==> src/rtl/instr_fetch_unit.sv <==
// Instruction fetch unit: owns the program counter, reads instruction
// memory (combinational return), and buffers {pc, instruction} pairs in a
// small circular prefetch queue. Decode drains the queue over valid/ready.
// A redirect from execute flushes the queue and reloads the PC.
module instr_fetch_unit #(
    parameter int unsigned DEPTH    = 4,
    parameter logic [31:0] RESET_PC = 32'h0000_0000
) (
    input  logic                       clk,
    input  logic                       rst,
    input  logic                       fetch_en,
    output logic [31:0]                imem_addr,
    input  logic [31:0]                imem_rd,
    output logic                       out_valid,
    input  logic                       out_ready,
    output logic [31:0]                out_instr,
    output logic [31:0]                out_pc,
    input  logic                       redirect_valid,
    input  logic [31:0]                redirect_pc,
    output logic [$clog2(DEPTH):0]     q_count
);

    localparam int unsigned PW = $clog2(DEPTH);
    localparam int unsigned CW = PW + 1;

    logic [31:0]   pc;
    logic [PW-1:0] rd_ptr;
    logic [PW-1:0] wr_ptr;
    logic [CW-1:0] count;
    logic [31:0]   q_instr [DEPTH];
    logic [31:0]   q_pc    [DEPTH];

    logic empty;
    logic full;
    logic push;
    logic pop;

    assign empty = (count == '0);
    assign full  = (count == CW'(DEPTH));

    // A redirect hides the head entry so nothing stale is consumed during the flush.
    assign out_valid = ~empty & ~redirect_valid;
    assign pop       = out_valid & out_ready;
    assign push      = fetch_en & ~redirect_valid & (~full | pop);

    assign imem_addr = pc;
    assign q_count   = count;
    assign out_instr = empty ? '0 : q_instr[rd_ptr];
    assign out_pc    = empty ? '0 : q_pc[rd_ptr];

    // Program counter: redirect has priority, otherwise advance on each push.
    always_ff @(posedge clk or negedge rst) begin
        if (!rst) begin
            pc <= RESET_PC;
        end else if (redirect_valid) begin
            pc <= redirect_pc & 32'hFFFF_FFFC;
        end else if (push) begin
            pc <= pc + 32'd4;
        end
    end

    // Queue pointers and occupancy; a redirect empties the queue.
    always_ff @(posedge clk or negedge rst) begin
        if (!rst) begin
            rd_ptr <= '0;
            wr_ptr <= '0;
            count  <= '0;
        end else if (redirect_valid) begin
            rd_ptr <= '0;
            wr_ptr <= '0;
            count  <= '0;
        end else begin
            if (push) begin
                wr_ptr <= wr_ptr + PW'(1);
            end
            if (pop) begin
                rd_ptr <= rd_ptr + PW'(1);
            end
            case ({push, pop})
                2'b10:   count <= count + CW'(1);
                2'b01:   count <= count - CW'(1);
                default: count <= count;
            endcase
        end
    end

    // Queue storage: capture the fetched word together with its address.
    always_ff @(posedge clk or negedge rst) begin
        if (!rst) begin
            for (int unsigned i = 0; i < DEPTH; i++) begin
                q_instr[i] <= '0;
                q_pc[i]    <= '0;
            end
        end else if (push) begin
            q_instr[wr_ptr] <= imem_rd;
            q_pc[wr_ptr]    <= pc;
        end
    end

endmodule

==> config.mk <==
export PLATFORM = sky130hd
export DESIGN_NAME = instr_fetch_unit
export DESIGN_NICKNAME = d
export VERILOG_FILES = /design/src/rtl/instr_fetch_unit.sv
export SDC_FILE = /design/constraint.sdc
export NUM_CORES = 1
export LEC_CHECK = 0
export ABC_AREA = 1
export BUFFER_PORTS_ARGS = -buffer_cell sky130_fd_sc_hd__buf_2
export CAP_MARGIN = 15
export CORE_MARGIN = 4
export CORE_UTILIZATION = 50
export DETAILED_ROUTE_END_ITERATION = 12
export PLACE_DENSITY_LB_ADDON = 0.3
export SYNTH_ARGS = -nofsm -noshare
export SYNTH_HDL_FRONTEND = slang
export SYNTH_SLANG_ARGS = --single-unit
==> constraint.sdc <==
create_clock -name clk -period 2.2 [get_ports clk]
set_clock_uncertainty 0.2 [all_clocks]
set_input_delay 0.44 -clock clk [delete_from_list [all_inputs] [get_ports clk]]
set_output_delay 0.44 -clock clk [all_outputs]
set_load 0.01 [all_outputs]
* Word-level counts from Yosys, hierarchy flattened
Index checks and enable logic that the tools add are counted.
Word-level totals: input port bits 69, logic and storage cells 58, output and inout port bits 100, flip-flop bits (word level) 295
Operators by class: $lt $le $gt $ge 3, bitwise operators 10, equality and inequality tests 3, $add $sub $neg 5, reductions and logical operators 5, muxes and demuxes 20
Operators by type and width (count):
- 32-bit 2-to-1 mux | 9
- 128-bit bitwise mux | 2
- 32-bit binary-select mux with 2-bit select | 2
- 32-bit demux with 2-bit select | 1
- 32-bit by 3-bit adder with 32-bit output, second input constant | 1
- 2-bit 2-to-1 mux | 4
- 3-bit >= comparator, second input constant | 2
- 2-bit inverter with 3-bit output | 2
- 3-bit one-hot mux with 2 select lines | 1
- 2-bit by 1-bit adder with 2-bit output, second input constant | 2
- 1-bit AND | 4
- 2-bit nonzero test | 2
- 3-bit by 1-bit adder with 3-bit output, second input constant | 1
- 3-bit == test, second input constant | 1
- 3-bit zero test | 1
- 3-bit by 1-bit less-than comparator with 1-bit output, second input constant | 1
- 3-bit 2-to-1 mux | 1
- 1-bit inverter | 3
- 3-bit nonzero test | 1
- 3-bit by 1-bit subtractor with 3-bit output, second input constant | 1
- 2-bit by 1-bit == test with 1-bit output, second input constant | 1
- 2-bit == test, second input constant | 1
- 1-bit logical AND | 1
- 1-bit OR | 1

* Depth between registers and ports, before layout
Gate-level depths: netlist of the first run.
word-level depth 9, depth in mapped cells 10, mapped depth without buffers 10

* Worst setup path before layout of the first run
No wires, ideal clock.
kind reg-to-reg, start register count[0], in the netlist q_count[0], end register count[2], in the netlist q_count[2], setup time 0.118 ns, arrival 1.806 ns, path buffers 0, slack 0.076 ns, required time 1.882 ns, cell stages (with the launch flop) 10, period minus slack after synthesis 2.124 ns, cells stage by stage dfrtp_1 > nor2_1 > nand2_1 > nand4_1 > inv_1 > fa_1 > xnor2_1 > xor2_1 > nand2_1 > nand2_1
On the way: cells in the longest elaborated chain, start to end 9, elaborated cells on any way between the ends 15, those cells by class add/sub (2); eq/ne (3); mux (2); bitwise (6); reduce/logical (2)
RTL lines:
- from (decl) | RTL line 29 | logic [CW-1:0] count;
- from (signal assigned) | RTL line 80 | 2'b10: count <= count + CW'(1);
- from (signal assigned) | RTL line 81 | 2'b01: count <= count - CW'(1);
- from (signal assigned) | RTL line 82 | default: count <= count;
- 3-bit zero test | RTL line 38 | assign empty = (count == '0);
- 1-bit inverter | RTL line 42 | assign out_valid = ~empty & ~redirect_valid;
- 1-bit AND | RTL line 42
- 1-bit AND | RTL line 43 | assign pop = out_valid & out_ready;
- 1-bit OR | RTL line 44 | assign push = fetch_en & ~redirect_valid & (~full | pop);
- 1-bit AND | RTL line 44
- 2-bit by 1-bit == test with 1-bit output / 2-bit == test (equally long branches) | RTL line 79 | case ({push, pop})
- 3-bit one-hot mux with 2 select lines | RTL line 79
- 3-bit 2-to-1 mux | RTL line 68 | end else if (redirect_valid) begin
Parallel ways exist; a longest one is shown, timed or not. A chain may end at the register's enable or synchronous reset.

* Worst setup path after layout of the first run
start register rd_ptr[0], end output port out_pc[24]
On the way: cells in the longest elaborated chain, start to end 5
RTL lines:
- from (decl) | RTL line 27 | logic [PW-1:0] rd_ptr;
- from (signal assigned) | RTL line 77 | rd_ptr <= rd_ptr + PW'(1);
- 2-bit inverter with 3-bit output (not written as such) | RTL line 49 | assign out_pc = empty ? '0 : q_pc[rd_ptr];
- 32-bit binary-select mux with 2-bit select | RTL line 49
- 32-bit 2-to-1 mux (not written as such) (2 in a row) | RTL line 49
- 32-bit 2-to-1 mux | RTL line 49
- to (decl) | RTL line 17 | output logic [31:0] out_pc,
No other way between the ends. The select of a mux whose other input is x is not followed.

==> metrics.txt, run 1 <==
switch share 32.9%; Reg power frac between 40% and 50%; clock sink total between 200 and 300; Die Ht roughly 170 um; ys async rst share 100%; total of max-cap violations 0; leakage 8.89 nW; Final WS setup -481 ps; DR pass1 iterations 5; Main synth FF type dfrtp_1; Startpoint Class register; crit path DAT 2040 ps; Die W 174 um; # rows 60; I/O pin total 169; fin area 18300 sq um; total wire length around 45000 um; Yosys cell types 28; critical path, cell by cell buf_8 > buf_12 > buf_12 > nor2_2 > nor2_1 > o21ai_2 > a21oi_2 > buf_2; CTS Buf Count 30; CTS Root Cell clkbuf_16; post-synth top area cell dfrtp_1; die area 30300 sq um; gr ovfl total 0; post-DR wirelength/cell 18.8 um; Crit path required time 1560 ps; critical path's slowest cell dfrtp_4; CTS tree built; top-area cell type share of the netlist area between 50 and 60%; vias per cell 5.61; min-delay src imem_rd[8]; min Tclk post-route 2680 ps; synthesis-to-layout area growth 33.1%; R2R Setup Slk ~50 ps; main area contributors after synthesis dfrtp_1, o21ai_0, nand2_1; Reg2Reg Launch Point q_count[0]; YS warnings 0; status finished, violations left; largest net degree at the start of global routing between 70 and 80; # fillers 2091; Mapped Area about 14000 sq um; pre-CTS WS -4.63 ps; EDFF count, synth 0; # diodes 0; flops & latches, synth 285; Placement Cell Area roughly 15000 sq um; combinational share of power between 20% and 30%; Final period util 122%; RD Place Congestion a little under 0.9; reg2reg end q_pc[51]; Pint 11.4 mW; crit-path max cell delay roughly 460 ps; most frequent CP cell buf_12; Clk pwr share about 29%; Nets between 2k and 2.5k; DRC Markers 0; VDD IR-drop max 716 uV; # H-tree levels 1; post-route ant nets 0; Initial Utilization 51.0%; most frequent cells in the layout nand2_1, dfrtp_1, o21ai_0; Synth Area per Inst about 7.8 sq um; commonest non-fill, non-tap cell in the layout nand2_1; CP Max Fanout 8; final setup violating endpoints 63; GRT Total Usage 25.1%; hold endpoint q_instr[104]; first-pass GRT wire length 63000 um; port bufs 162; Via Count 13.4k; hold crit path type input pin to register; RSZ-0062 raised after global routing yes; hold depth 3; Highest Clock Rate 373 MHz; cell depth of the worst flop-to-flop path 11; Seq/Total Area, Yosys 51.7%; Synth Instances 1776; final hold violations 0; HPWL Detailed 23200 um; CP Capture Type primary output; DRT iter0 DRCs 1067; P_sw 5.58 mW; clk buf depth 3; failing checks setup timing; clk_lat worst skew 550 ps; vias in the first global route about 12k; Core ar. 27000 sq um; Clock Pin Slew Worst Setup and Hold Paths approximately 60 ps; share of post-route cells with drive strength above 1 22.1%; Slew Limit Fails 0; initial antenna violation count 1; total power per unit cell area 923 nW/um^2; CP Class register to primary output
==> how the worst max path moves through the flow <==
stage,from,end,slack [ps],depth (start not counted)
after floorplan,q_count[0],q_count[2],80,9
after global placement,rd_ptr[0],out_pc[17],-20,6
after detailed placement,rd_ptr[0],out_pc[17],-5,6
after CTS,rd_ptr[0],out_instr[21],-470,7
after global routing,rd_ptr[0],out_pc[5],-580,8
final,rd_ptr[0],out_pc[24],-480,8
==> what timing repair did <==
| item | CTS | global route |
|---|---|---|
| hold endpoints to repair | 317 | 0 |
| gates resized for setup | 116 | 193 |
| gates cloned | 11 | 26 |
| hold buffers | 47 | 0 |
| setup endpoints to repair | 63 | 329 |
| pin swaps | 19 | 73 |
| buffers inserted | 17 | 20 |
==> logic make-up (layout without fill, tap and decap cells) <==
family	Yosys count	count (layout)	synth area share [%]
adders and majority gates	6	6	0.599
AOI/OAI and AO/OA	447	447	16.3
DFF	285	285	51.7
buffers and inverters	210	472	7.55
and+or+nand+nor	819	820	23.3
other	1	4	0.0272
xor gates and xnor gates	8	8	0.508
==> metal layers <==
layer / track usage, % / up-vias / part of all wire, %
li1: - / 6219 / -
met1: 35.4 / 6439 / 41
met2: 41.4 / 621 / 48
met3: 3.44 / 101 / 8.1
met4: 6.47 / 0 / 3.1
met5: 0 / - / 0
==> flip-flops by register name, summed over array words and instances, names as in the netlist <==
register / count
q_instr: 128
q_pc: 120
imem_addr: 30
q_count: 3
rd_ptr: 2
wr_ptr: 2
==> Yosys cell counts (3+ instances only) <==
| cell | number |
|---|---|
| buf_1 | 12 |
| inv_1 | 93 |
| ha_1 | 5 |
| a21oi_1 | 63 |
| dfrtp_1 | 285 |
| nand3_1 | 58 |
| buf_4 | 5 |
| buf_6 | 29 |
| nand4_1 | 7 |
| buf_2 | 9 |
| nand2_4 | 5 |
| inv_2 | 3 |
| nor2_1 | 298 |
| xor2_1 | 7 |
| clkbuf_1 | 58 |
| o21ai_1 | 18 |
| nand2_1 | 449 |
| o21ai_0 | 362 |
==> area by class of cell <==
| cell class | instances | area, sq um | share of cell area [%] |
|---|---|---|---|
| clock buffers | 42 | 877 | 4.78 |
| clock inverters | 11 | 57.6 | 0.314 |
| inverters | 97 | 398 | 2.17 |
| multi-input cells | 1285 | 6190 | 33.8 |
| flip-flops and latches | 285 | 7140 | 38.9 |
| well taps | 341 | 427 | 2.33 |
| repair buffers | 322 | 3260 | 17.8 |
==> power groups by stage <==
stage                     Sequential, mW  Clock, mW  Combinational, mW
after floorplan                     7.43          0               2.30
after global placement              7.55          0               3.21
after detailed placement            7.61          0               3.33
after CTS                           7.57       4.87               3.73
after global routing                7.93       5.16               4.87
final                               7.77       4.84               4.33
==> stage by stage <==
step | total power, mW | setup TNS (ps) | instances | utilization, % | hold WS (ps)
floorplan | 9.73 | 0 | 1779 | - | -55.6
global placement | 10.8 | -18.1 | 2217 | 55.7 | 146
detailed placement | 10.9 | -4.63 | 2217 | 55.7 | 150
CTS | 16.2 | -36130 | 2345 | 63.3 | 0.832
global route | 18.0 | -29090 | 2383 | 67.9 | 5.19
finish | 16.9 | -24920 | 2383 | 67.9 | 11.5
==> critical path, delay by kind of cell (launching register included) <==
family / cells / cell delay (ps)
AO/OA/AOI/OAI: 2 / 250
buffers and inverters: 4 / 570
flip-flops: 1 / 460
AND/OR/NAND/NOR: 2 / 200
Power figures use the tool's default switching activity.
==> run 2, diff against run 1 <==
--- a/config.mk
+++ b/config.mk
@@ -5,7 +5,6 @@
 export SDC_FILE = /design/constraint.sdc
 export NUM_CORES = 1
 export LEC_CHECK = 0
-export ABC_AREA = 1
 export BUFFER_PORTS_ARGS = -buffer_cell sky130_fd_sc_hd__buf_2
 export CAP_MARGIN = 15
 export CORE_MARGIN = 4
==> run 2 against run 1 <==
The run still ends with setup timing left. Setup slack got worse by 47 ps. Global-route usage down 4.4 points. Combinational power grew 60%.
==> metrics.txt, run 2 <==
CTS Root Cell clkbuf_16; mux contribution to synthesized area 35.3% (+35 points); YS warnings 0 (unchanged); area share of fa/ha/maj cells after synthesis 0.567% (-0.032 points); max reg flops 128 (unchanged); total power per unit cell area 1100 nW/um^2 (+19%); first-pass GRT wire length 52100 um (-17%); # rows 62 (+3.3%); Nets 1283 (-39%); final setup violating endpoints 279 (+340%); Synth Area per Inst 15.9 sq um (+100%); largest family of logic cells by synthesized area multiplexers; Clock Pin Slew Worst Setup and Hold Paths 60 ps (about the same); switch share 27.1% (-5.8 points); Synth Area in Compound Gates 1.26% (-15 points); crit path DAT 2090 ps (+50 ps); vias per cell 5.40 (-3.8%); total of max-cap violations 0 (unchanged); final hold violations 0 (unchanged); CP Capture Type primary output; Die Ht 179 um (+2.6%); vias in the first global route 9280 (-24%); EDFF count, synth 0 (unchanged); Core ar. 28700 sq um (+6.2%); combinational share of power 33.7% (+8.2 points); cell depth of the worst flop-to-flop path 9 (-2); CTS Buf Count 34 (+13%); Reg power frac 38.4% (-7.5 points); Final WS setup -528 ps (-47.4 ps); critical path, cell by cell buf_12 > buf_16 > mux4_2 > nor2b_1 > buf_2; crit-path max cell delay 510 ps (+50 ps); Via Count 8742 (-35%); hold crit path type input pin to register; reg2reg end q_instr[9]; placed insts 1484 (-33%); flops & latches, synth 285 (unchanged); Crit path required time 1560 ps (about the same); Mapped Area 14600 sq um (+5.6%); top post-synthesis cells by count dfrtp_1, mux2_4, mux4_2, nor2b_1, nand2_1; gr ovfl total 0 (unchanged); Seq/Total Area, Yosys 49.0% (-2.7 points); main area contributors after synthesis dfrtp_1, mux2_4, mux4_2; failing checks setup timing; post-route ant nets 0 (unchanged); min Tclk post-route 2730 ps (+47.4 ps); VDD IR-drop max 557 uV (-22%); clk_lat worst skew 490 ps (-60 ps); # H-tree levels 2 (+1); Startpoint Class register; critical path's slowest cell mux4_2; Die W 179 um (+2.6%); min-delay src imem_rd[19]; Main synth FF type dfrtp_1; status finished, violations left; total wire length 35600 um (-20%); Finished Core Util 65.3% (-2.6 points); Final period util 124% (+2.2 points); share of post-route cells with drive strength above 1 55.7% (+34 points); Final Non-Filler Cells 1619 (-32%); initial antenna violation count 0 (-1); ys async rst share 100% (unchanged); DRT iter0 DRCs 414 (-61%); DRC Markers 0 (unchanged); Reg2Reg Launch Point q_count[0]; Pint 15.0 mW (+32%); port bufs 162 (unchanged); die area 31900 sq um (+5.3%); clk buf depth 3 (unchanged); Synth Instances 917 (-48%); RD Place Congestion 0.767 (-12%); Slew Limit Fails 0 (unchanged); top-area cell type share of the netlist area 49.0% (-2.7 points); HPWL Detailed 21100 um (-9.0%); hold depth 2 (-1); DR pass1 iterations 5 (unchanged); largest net degree at the start of global routing 54 (-32%); hold endpoint q_instr[115]; post-synthesis xor/xnor area fraction 2.05% (+1.5 points); Yosys cell types 39 (+39%); Initial Utilization 50.7% (-0.30 points); RSZ-0062 raised after global routing yes; synthesis-to-layout area growth 28.8%; GRT Total Usage 20.7% (-4.4 points); Post-Synth Simple-Gate Area 6.82% (-16 points); Clk pwr share 27.9% (-0.7 points); R2R Setup Slk -90 ps (-140 ps); post-synth top area cell dfrtp_1; CP Max Fanout 6 (-2); CP Class register to primary output; worst hold slack 26.3 ps (+14.7 ps); Top reg by flops q_instr; most frequent cells in the layout dfrtp_1, mux2_4, buf_2; post-DR wirelength/cell 22.0 um (+17%); leakage 9.28 nW (+4.4%); clock sink total 285 (unchanged); CTS tree built; Highest Clock Rate 367 MHz (-1.7%); top-count cell post-synth dfrtp_1; I/O pin total 169 (unchanged); setup TNS -36940 ps (-12030 ps); # fillers 2003 (-4.2%); P_sw 5.58 mW (about the same); commonest non-fill, non-tap cell in the layout dfrtp_1
==> run 2: changes by cell type in the layout (fill, tap and decap cells not counted), moves of 46 or more <==
cell     change
nand2_1    -410
mux2_4     +247
o21ai_0    -237
nor2_1     -234
inv_1       -87
o21ai_1     -86
mux4_2      +62
nor2b_1     +46
==> run 2: worst max path at each step <==
stage,start,endpoint
2_1_floorplan,redirect_valid,q_count[2]
3_3_place_gp,rd_ptr[0],out_instr[9]
3_5_place_dp,rd_ptr[0],out_instr[9]
4_1_cts,rd_ptr[0],out_pc[20]
5_1_grt,rd_ptr[0],out_pc[4]
6_report,rd_ptr[0],out_instr[20]
==> run 2: routing by layer <==
metal	up-vias	part of all wire [%]	GRT usage, %
li1	3875	-	-
met1	4588	45	29.7
met2	230	49	34.1
met3	49	4.6	2.84
met4	0	1.8	4.51
met5	-	0	0
==> run 2: power by group through the flow <==
| stage | clock [mW] | combinational (mW) | sequential (mW) |
|---|---|---|---|
| after floorplan | 0 | 4.52 | 7.66 |
| after global placement | 0 | 6.04 | 7.86 |
| after detailed placement | 0 | 6.16 | 7.90 |
| after CTS | 5.87 | 6.38 | 7.87 |
| after global routing | 6.08 | 7.40 | 8.09 |
| final | 5.75 | 6.94 | 7.90 |
==> run 2: through the flow <==
step	worst slack (ps)	instance area, sq um	power [mW]
global placement	-22.1	16200	13.9
floorplan	21.0	14600	12.2
global route	-585	18700	21.6
CTS	-555	17800	20.1
detailed placement	-19.7	16200	14.1
finish	-528	18700	20.6
==> run 2: area by class of cell <==
type / instances / area [sq um] / area share [%]
diodes: 1 / 2.50 / 0.0133
clock buffers: 55 / 1070 / 5.73
clock inverters: 7 / 85.1 / 0.454
inverters: 4 / 15.0 / 0.0801
multi-input cells: 562 / 6970 / 37.2
flip-flops and latches: 285 / 7140 / 38.1
well taps: 384 / 480 / 2.56
repair buffers: 321 / 2990 / 15.9
==> run 2: what timing repair did <==
action | 4_1_cts | 5_1_grt
hold endpoints to repair | 105 | 0
cloned | 1 | 21
resized for setup | 11 | 71
pin swaps | 2 | 6
setup buffers | 7 | 14
setup endpoints to repair | 63 | 193
hold buffers | 31 | 0
==> run 2: cell families after synthesis <==
| group | count (synthesis) |
|---|---|
| multiplexers | 315 |
| flip-flops | 285 |
| AND/OR/NAND/NOR | 164 |
| buffers and inverters | 77 |
| AO/OA/AOI/OAI | 35 |
| XOR/XNOR | 34 |
| adder cells (fa/ha/maj) | 6 |
| other | 1 |
==> run 2: critical path, delay by kind of cell (launching register included) <==
| family | cells | cell delay (ps) |
|---|---|---|
| buf+inv | 3 | 460 |
| flops | 1 | 450 |
| mux | 1 | 510 |
| simple gates | 1 | 170 |
==> run 3, diff against run 2 <==
--- a/config.mk
+++ b/config.mk
@@ -7,8 +7,10 @@
 export LEC_CHECK = 0
 export BUFFER_PORTS_ARGS = -buffer_cell sky130_fd_sc_hd__buf_2
 export CAP_MARGIN = 15
+export CELL_PAD_IN_SITES_DETAIL_PLACEMENT = 1
+export CELL_PAD_IN_SITES_GLOBAL_PLACEMENT = 2
 export CORE_MARGIN = 4
-export CORE_UTILIZATION = 50
+export CORE_UTILIZATION = 39
 export DETAILED_ROUTE_END_ITERATION = 12
 export PLACE_DENSITY_LB_ADDON = 0.3
 export SYNTH_ARGS = -nofsm -noshare
==> run 3 against run 2 <==
The flow still finishes with violations (setup timing). Utilization is 13 points lower. Routed wire length rose by 7.4%. Clock power increased by 5.6%. Maximum frequency about the same. Global-route usage is 1.9 points lower. Critical path depth unchanged. Count of clock-buffer cells in the layout is 7 lower. Sequential share of layout area down 0.74 points.
==> metrics.txt, run 3 (same netlist as run 2, synthesis figures left out) <==
CTS Buf Count 35 (+2.9%); max reg flops 128 (unchanged); Top reg by flops q_instr; port bufs 162 (unchanged); vias per cell 5.12 (-5.3%); clock sink total 285 (unchanged); hold depth 2 (unchanged); first-pass GRT wire length 60900 um (+17%); Slew Limit Fails 0 (unchanged); RSZ-0062 raised after global routing yes; crit-path max cell delay 520 ps (about the same); clk_lat worst skew 530 ps (+40 ps); DRT iter0 DRCs 305 (-26%); clk buf depth 3 (unchanged); # H-tree levels 2 (unchanged); cell depth of the worst flop-to-flop path 7 (-2); gr ovfl total 0 (unchanged); worst slew pin tran ~540 ps; R2R Setup Slk 30 ps (+120 ps); DRC Markers 0 (unchanged); synthesis-to-layout area growth 31.5%; total wire length 38200 um (+7.4%); CTS Root Cell clkbuf_16; Finished Core Util 52.1% (-13 points); critical path, cell by cell buf_12 > buf_12 > mux4_2 > nor2b_4 > buf_6; min Tclk post-route 2730 ps (+1.44 ps); post-route ant nets 0 (unchanged); post-DR wirelength/cell 22.3 um (+1.6%); Startpoint Class register; Nets 1291 (+0.62%); # rows 70 (+13%); initial antenna violation count 1 (+1); share of post-route cells with drive strength above 1 56.4% (+0.77 points); worst hold slack 19.4 ps (-6.88 ps); # diodes 0 (-1); CP Capture Type primary output; leakage 9.31 nW (+0.32%); failing checks setup timing; Final WS setup -529 ps (-1.44 ps); DR pass1 iterations 4 (-1); CP Max Fanout 6 (unchanged); Via Count 8747 (+0.057%); most frequent CP cell buf_12; slew margin rel. between 60% and 70%; GRT Total Usage 18.9% (-1.9 points); commonest non-fill, non-tap cell in the layout dfrtp_1; crit path DAT 2090 ps (about the same); Crit path required time 1560 ps (about the same); setup TNS -30210 ps (+6740 ps); total power per unit cell area 1130 nW/um^2 (+2.8%); RD Place Congestion 0.750 (-2.1%); Die W 201 um (+13%); most frequent cells in the layout dfrtp_1, mux2_4, buf_2; VDD IR-drop max 523 uV (-6.1%); hold crit path type input pin to register; die area 40500 sq um (+27%); vias in the first global route 10.1k (+8.7%); CTS tree built; final setup violating endpoints 63 (-77%); status finished, violations left; Final period util 124% (about the same); largest net degree at the start of global routing 60 (+11%); Clock Pin Slew Worst Setup and Hold Paths 60 ps (about the same); CP Class register to primary output; final hold violations 0 (unchanged); Highest Clock Rate 366 MHz (about the same); critical path's slowest cell mux4_2; Core ar. 36700 sq um (+28%); I/O pin total 169 (unchanged); HPWL Detailed 24100 um (+14%); Die Ht 201 um (+13%); # fillers 3477 (+74%); Initial Utilization 39.7% (-11 points); total of max-cap violations 0 (unchanged)
-- run 3: cell count changes in the layout (fill, tap and decap cells not counted), moves of 14 or more --
| cell | previous run | this run |
|---|---|---|
| nor2b_1 | 46 | 19 |
| dlygate4sd3_1 | 31 | 57 |
| buf_6 | 16 | 48 |
| buf_2 | 151 | 117 |
| clkbuf_16 | 53 | 39 |
| nor2b_4 | 16 | 43 |
-- run 3: cell type report --
type | count | area, sq um | area share [%]
clock inverter | 15 | 214 | 1.12
multi-input combinational | 558 | 7080 | 37.0
sequential | 285 | 7140 | 37.3
timing repair buffer | 332 | 3100 | 16.2
tap | 468 | 586 | 3.06
clock buffer | 48 | 997 | 5.21
inverter | 4 | 15.0 | 0.0785
-- run 3: stage by stage --
| stage | instance area, sq um | power, mW | setup WS (ps) | cells |
|---|---|---|---|---|
| finish | 19100 | 21.6 | -529 | 1710 |
| global route | 19100 | 22.7 | -585 | 1710 |
| CTS | 18600 | 21.1 | -567 | 1701 |
| detailed placement | 16400 | 14.2 | -42.4 | 1569 |
| global placement | 16400 | 14.0 | -42.2 | 1569 |
| floorplan | 14600 | 12.2 | 21.0 | 920 |
-- run 3: worst max-delay path, delay by kind of cell (launching register included) --
| kind | cells | cell delay [ps] |
|---|---|---|
| muxes | 1 | 520 |
| DFF | 1 | 460 |
| buffers and inverters | 3 | 430 |
| and+or+nand+nor | 1 | 160 |
-- run 3: what timing repair did --
item,CTS,global route
setup endpoints to repair,63,66
hold buffers,57,0
gates cloned,4,2
setup buffers,9,8
resized for setup,45,104
pin swaps,1,7
hold endpoints to repair,162,0
-- run 3: final timing paths --
path | to | startpoint
max | out_pc[12] | rd_ptr[0]
min | q_instr[44] | imem_rd[12]
max reg2reg | q_instr[108] | q_count[1]
min reg2reg | q_instr[95] | q_instr[95]
max in group asynchronous | q_pc[82] | rst
min in group asynchronous | q_instr[60] | rst
-- run 3: power breakdown --
group          total [mW]  leakage (nW)  switching (mW)  internal (mW)
registers            7.91          3.59           0.989           6.92
logic                7.63          5.13            2.63           5.00
clock network        6.07         0.594            2.29           3.78
total                21.6          9.31            5.91           15.7
-- run 3: metal layers --
layer | track usage (%) | part of all wire (%) | wire, um | vias to the layer above
met5 | 0 | 0.052 | 20 | -
met4 | 3.83 | 1.4 | 550 | 2
met3 | 3.22 | 3.7 | 1420 | 47
met2 | 32.5 | 50 | 18900 | 160
met1 | 25.4 | 45 | 17300 | 4656
li1 | - | - | - | 3882
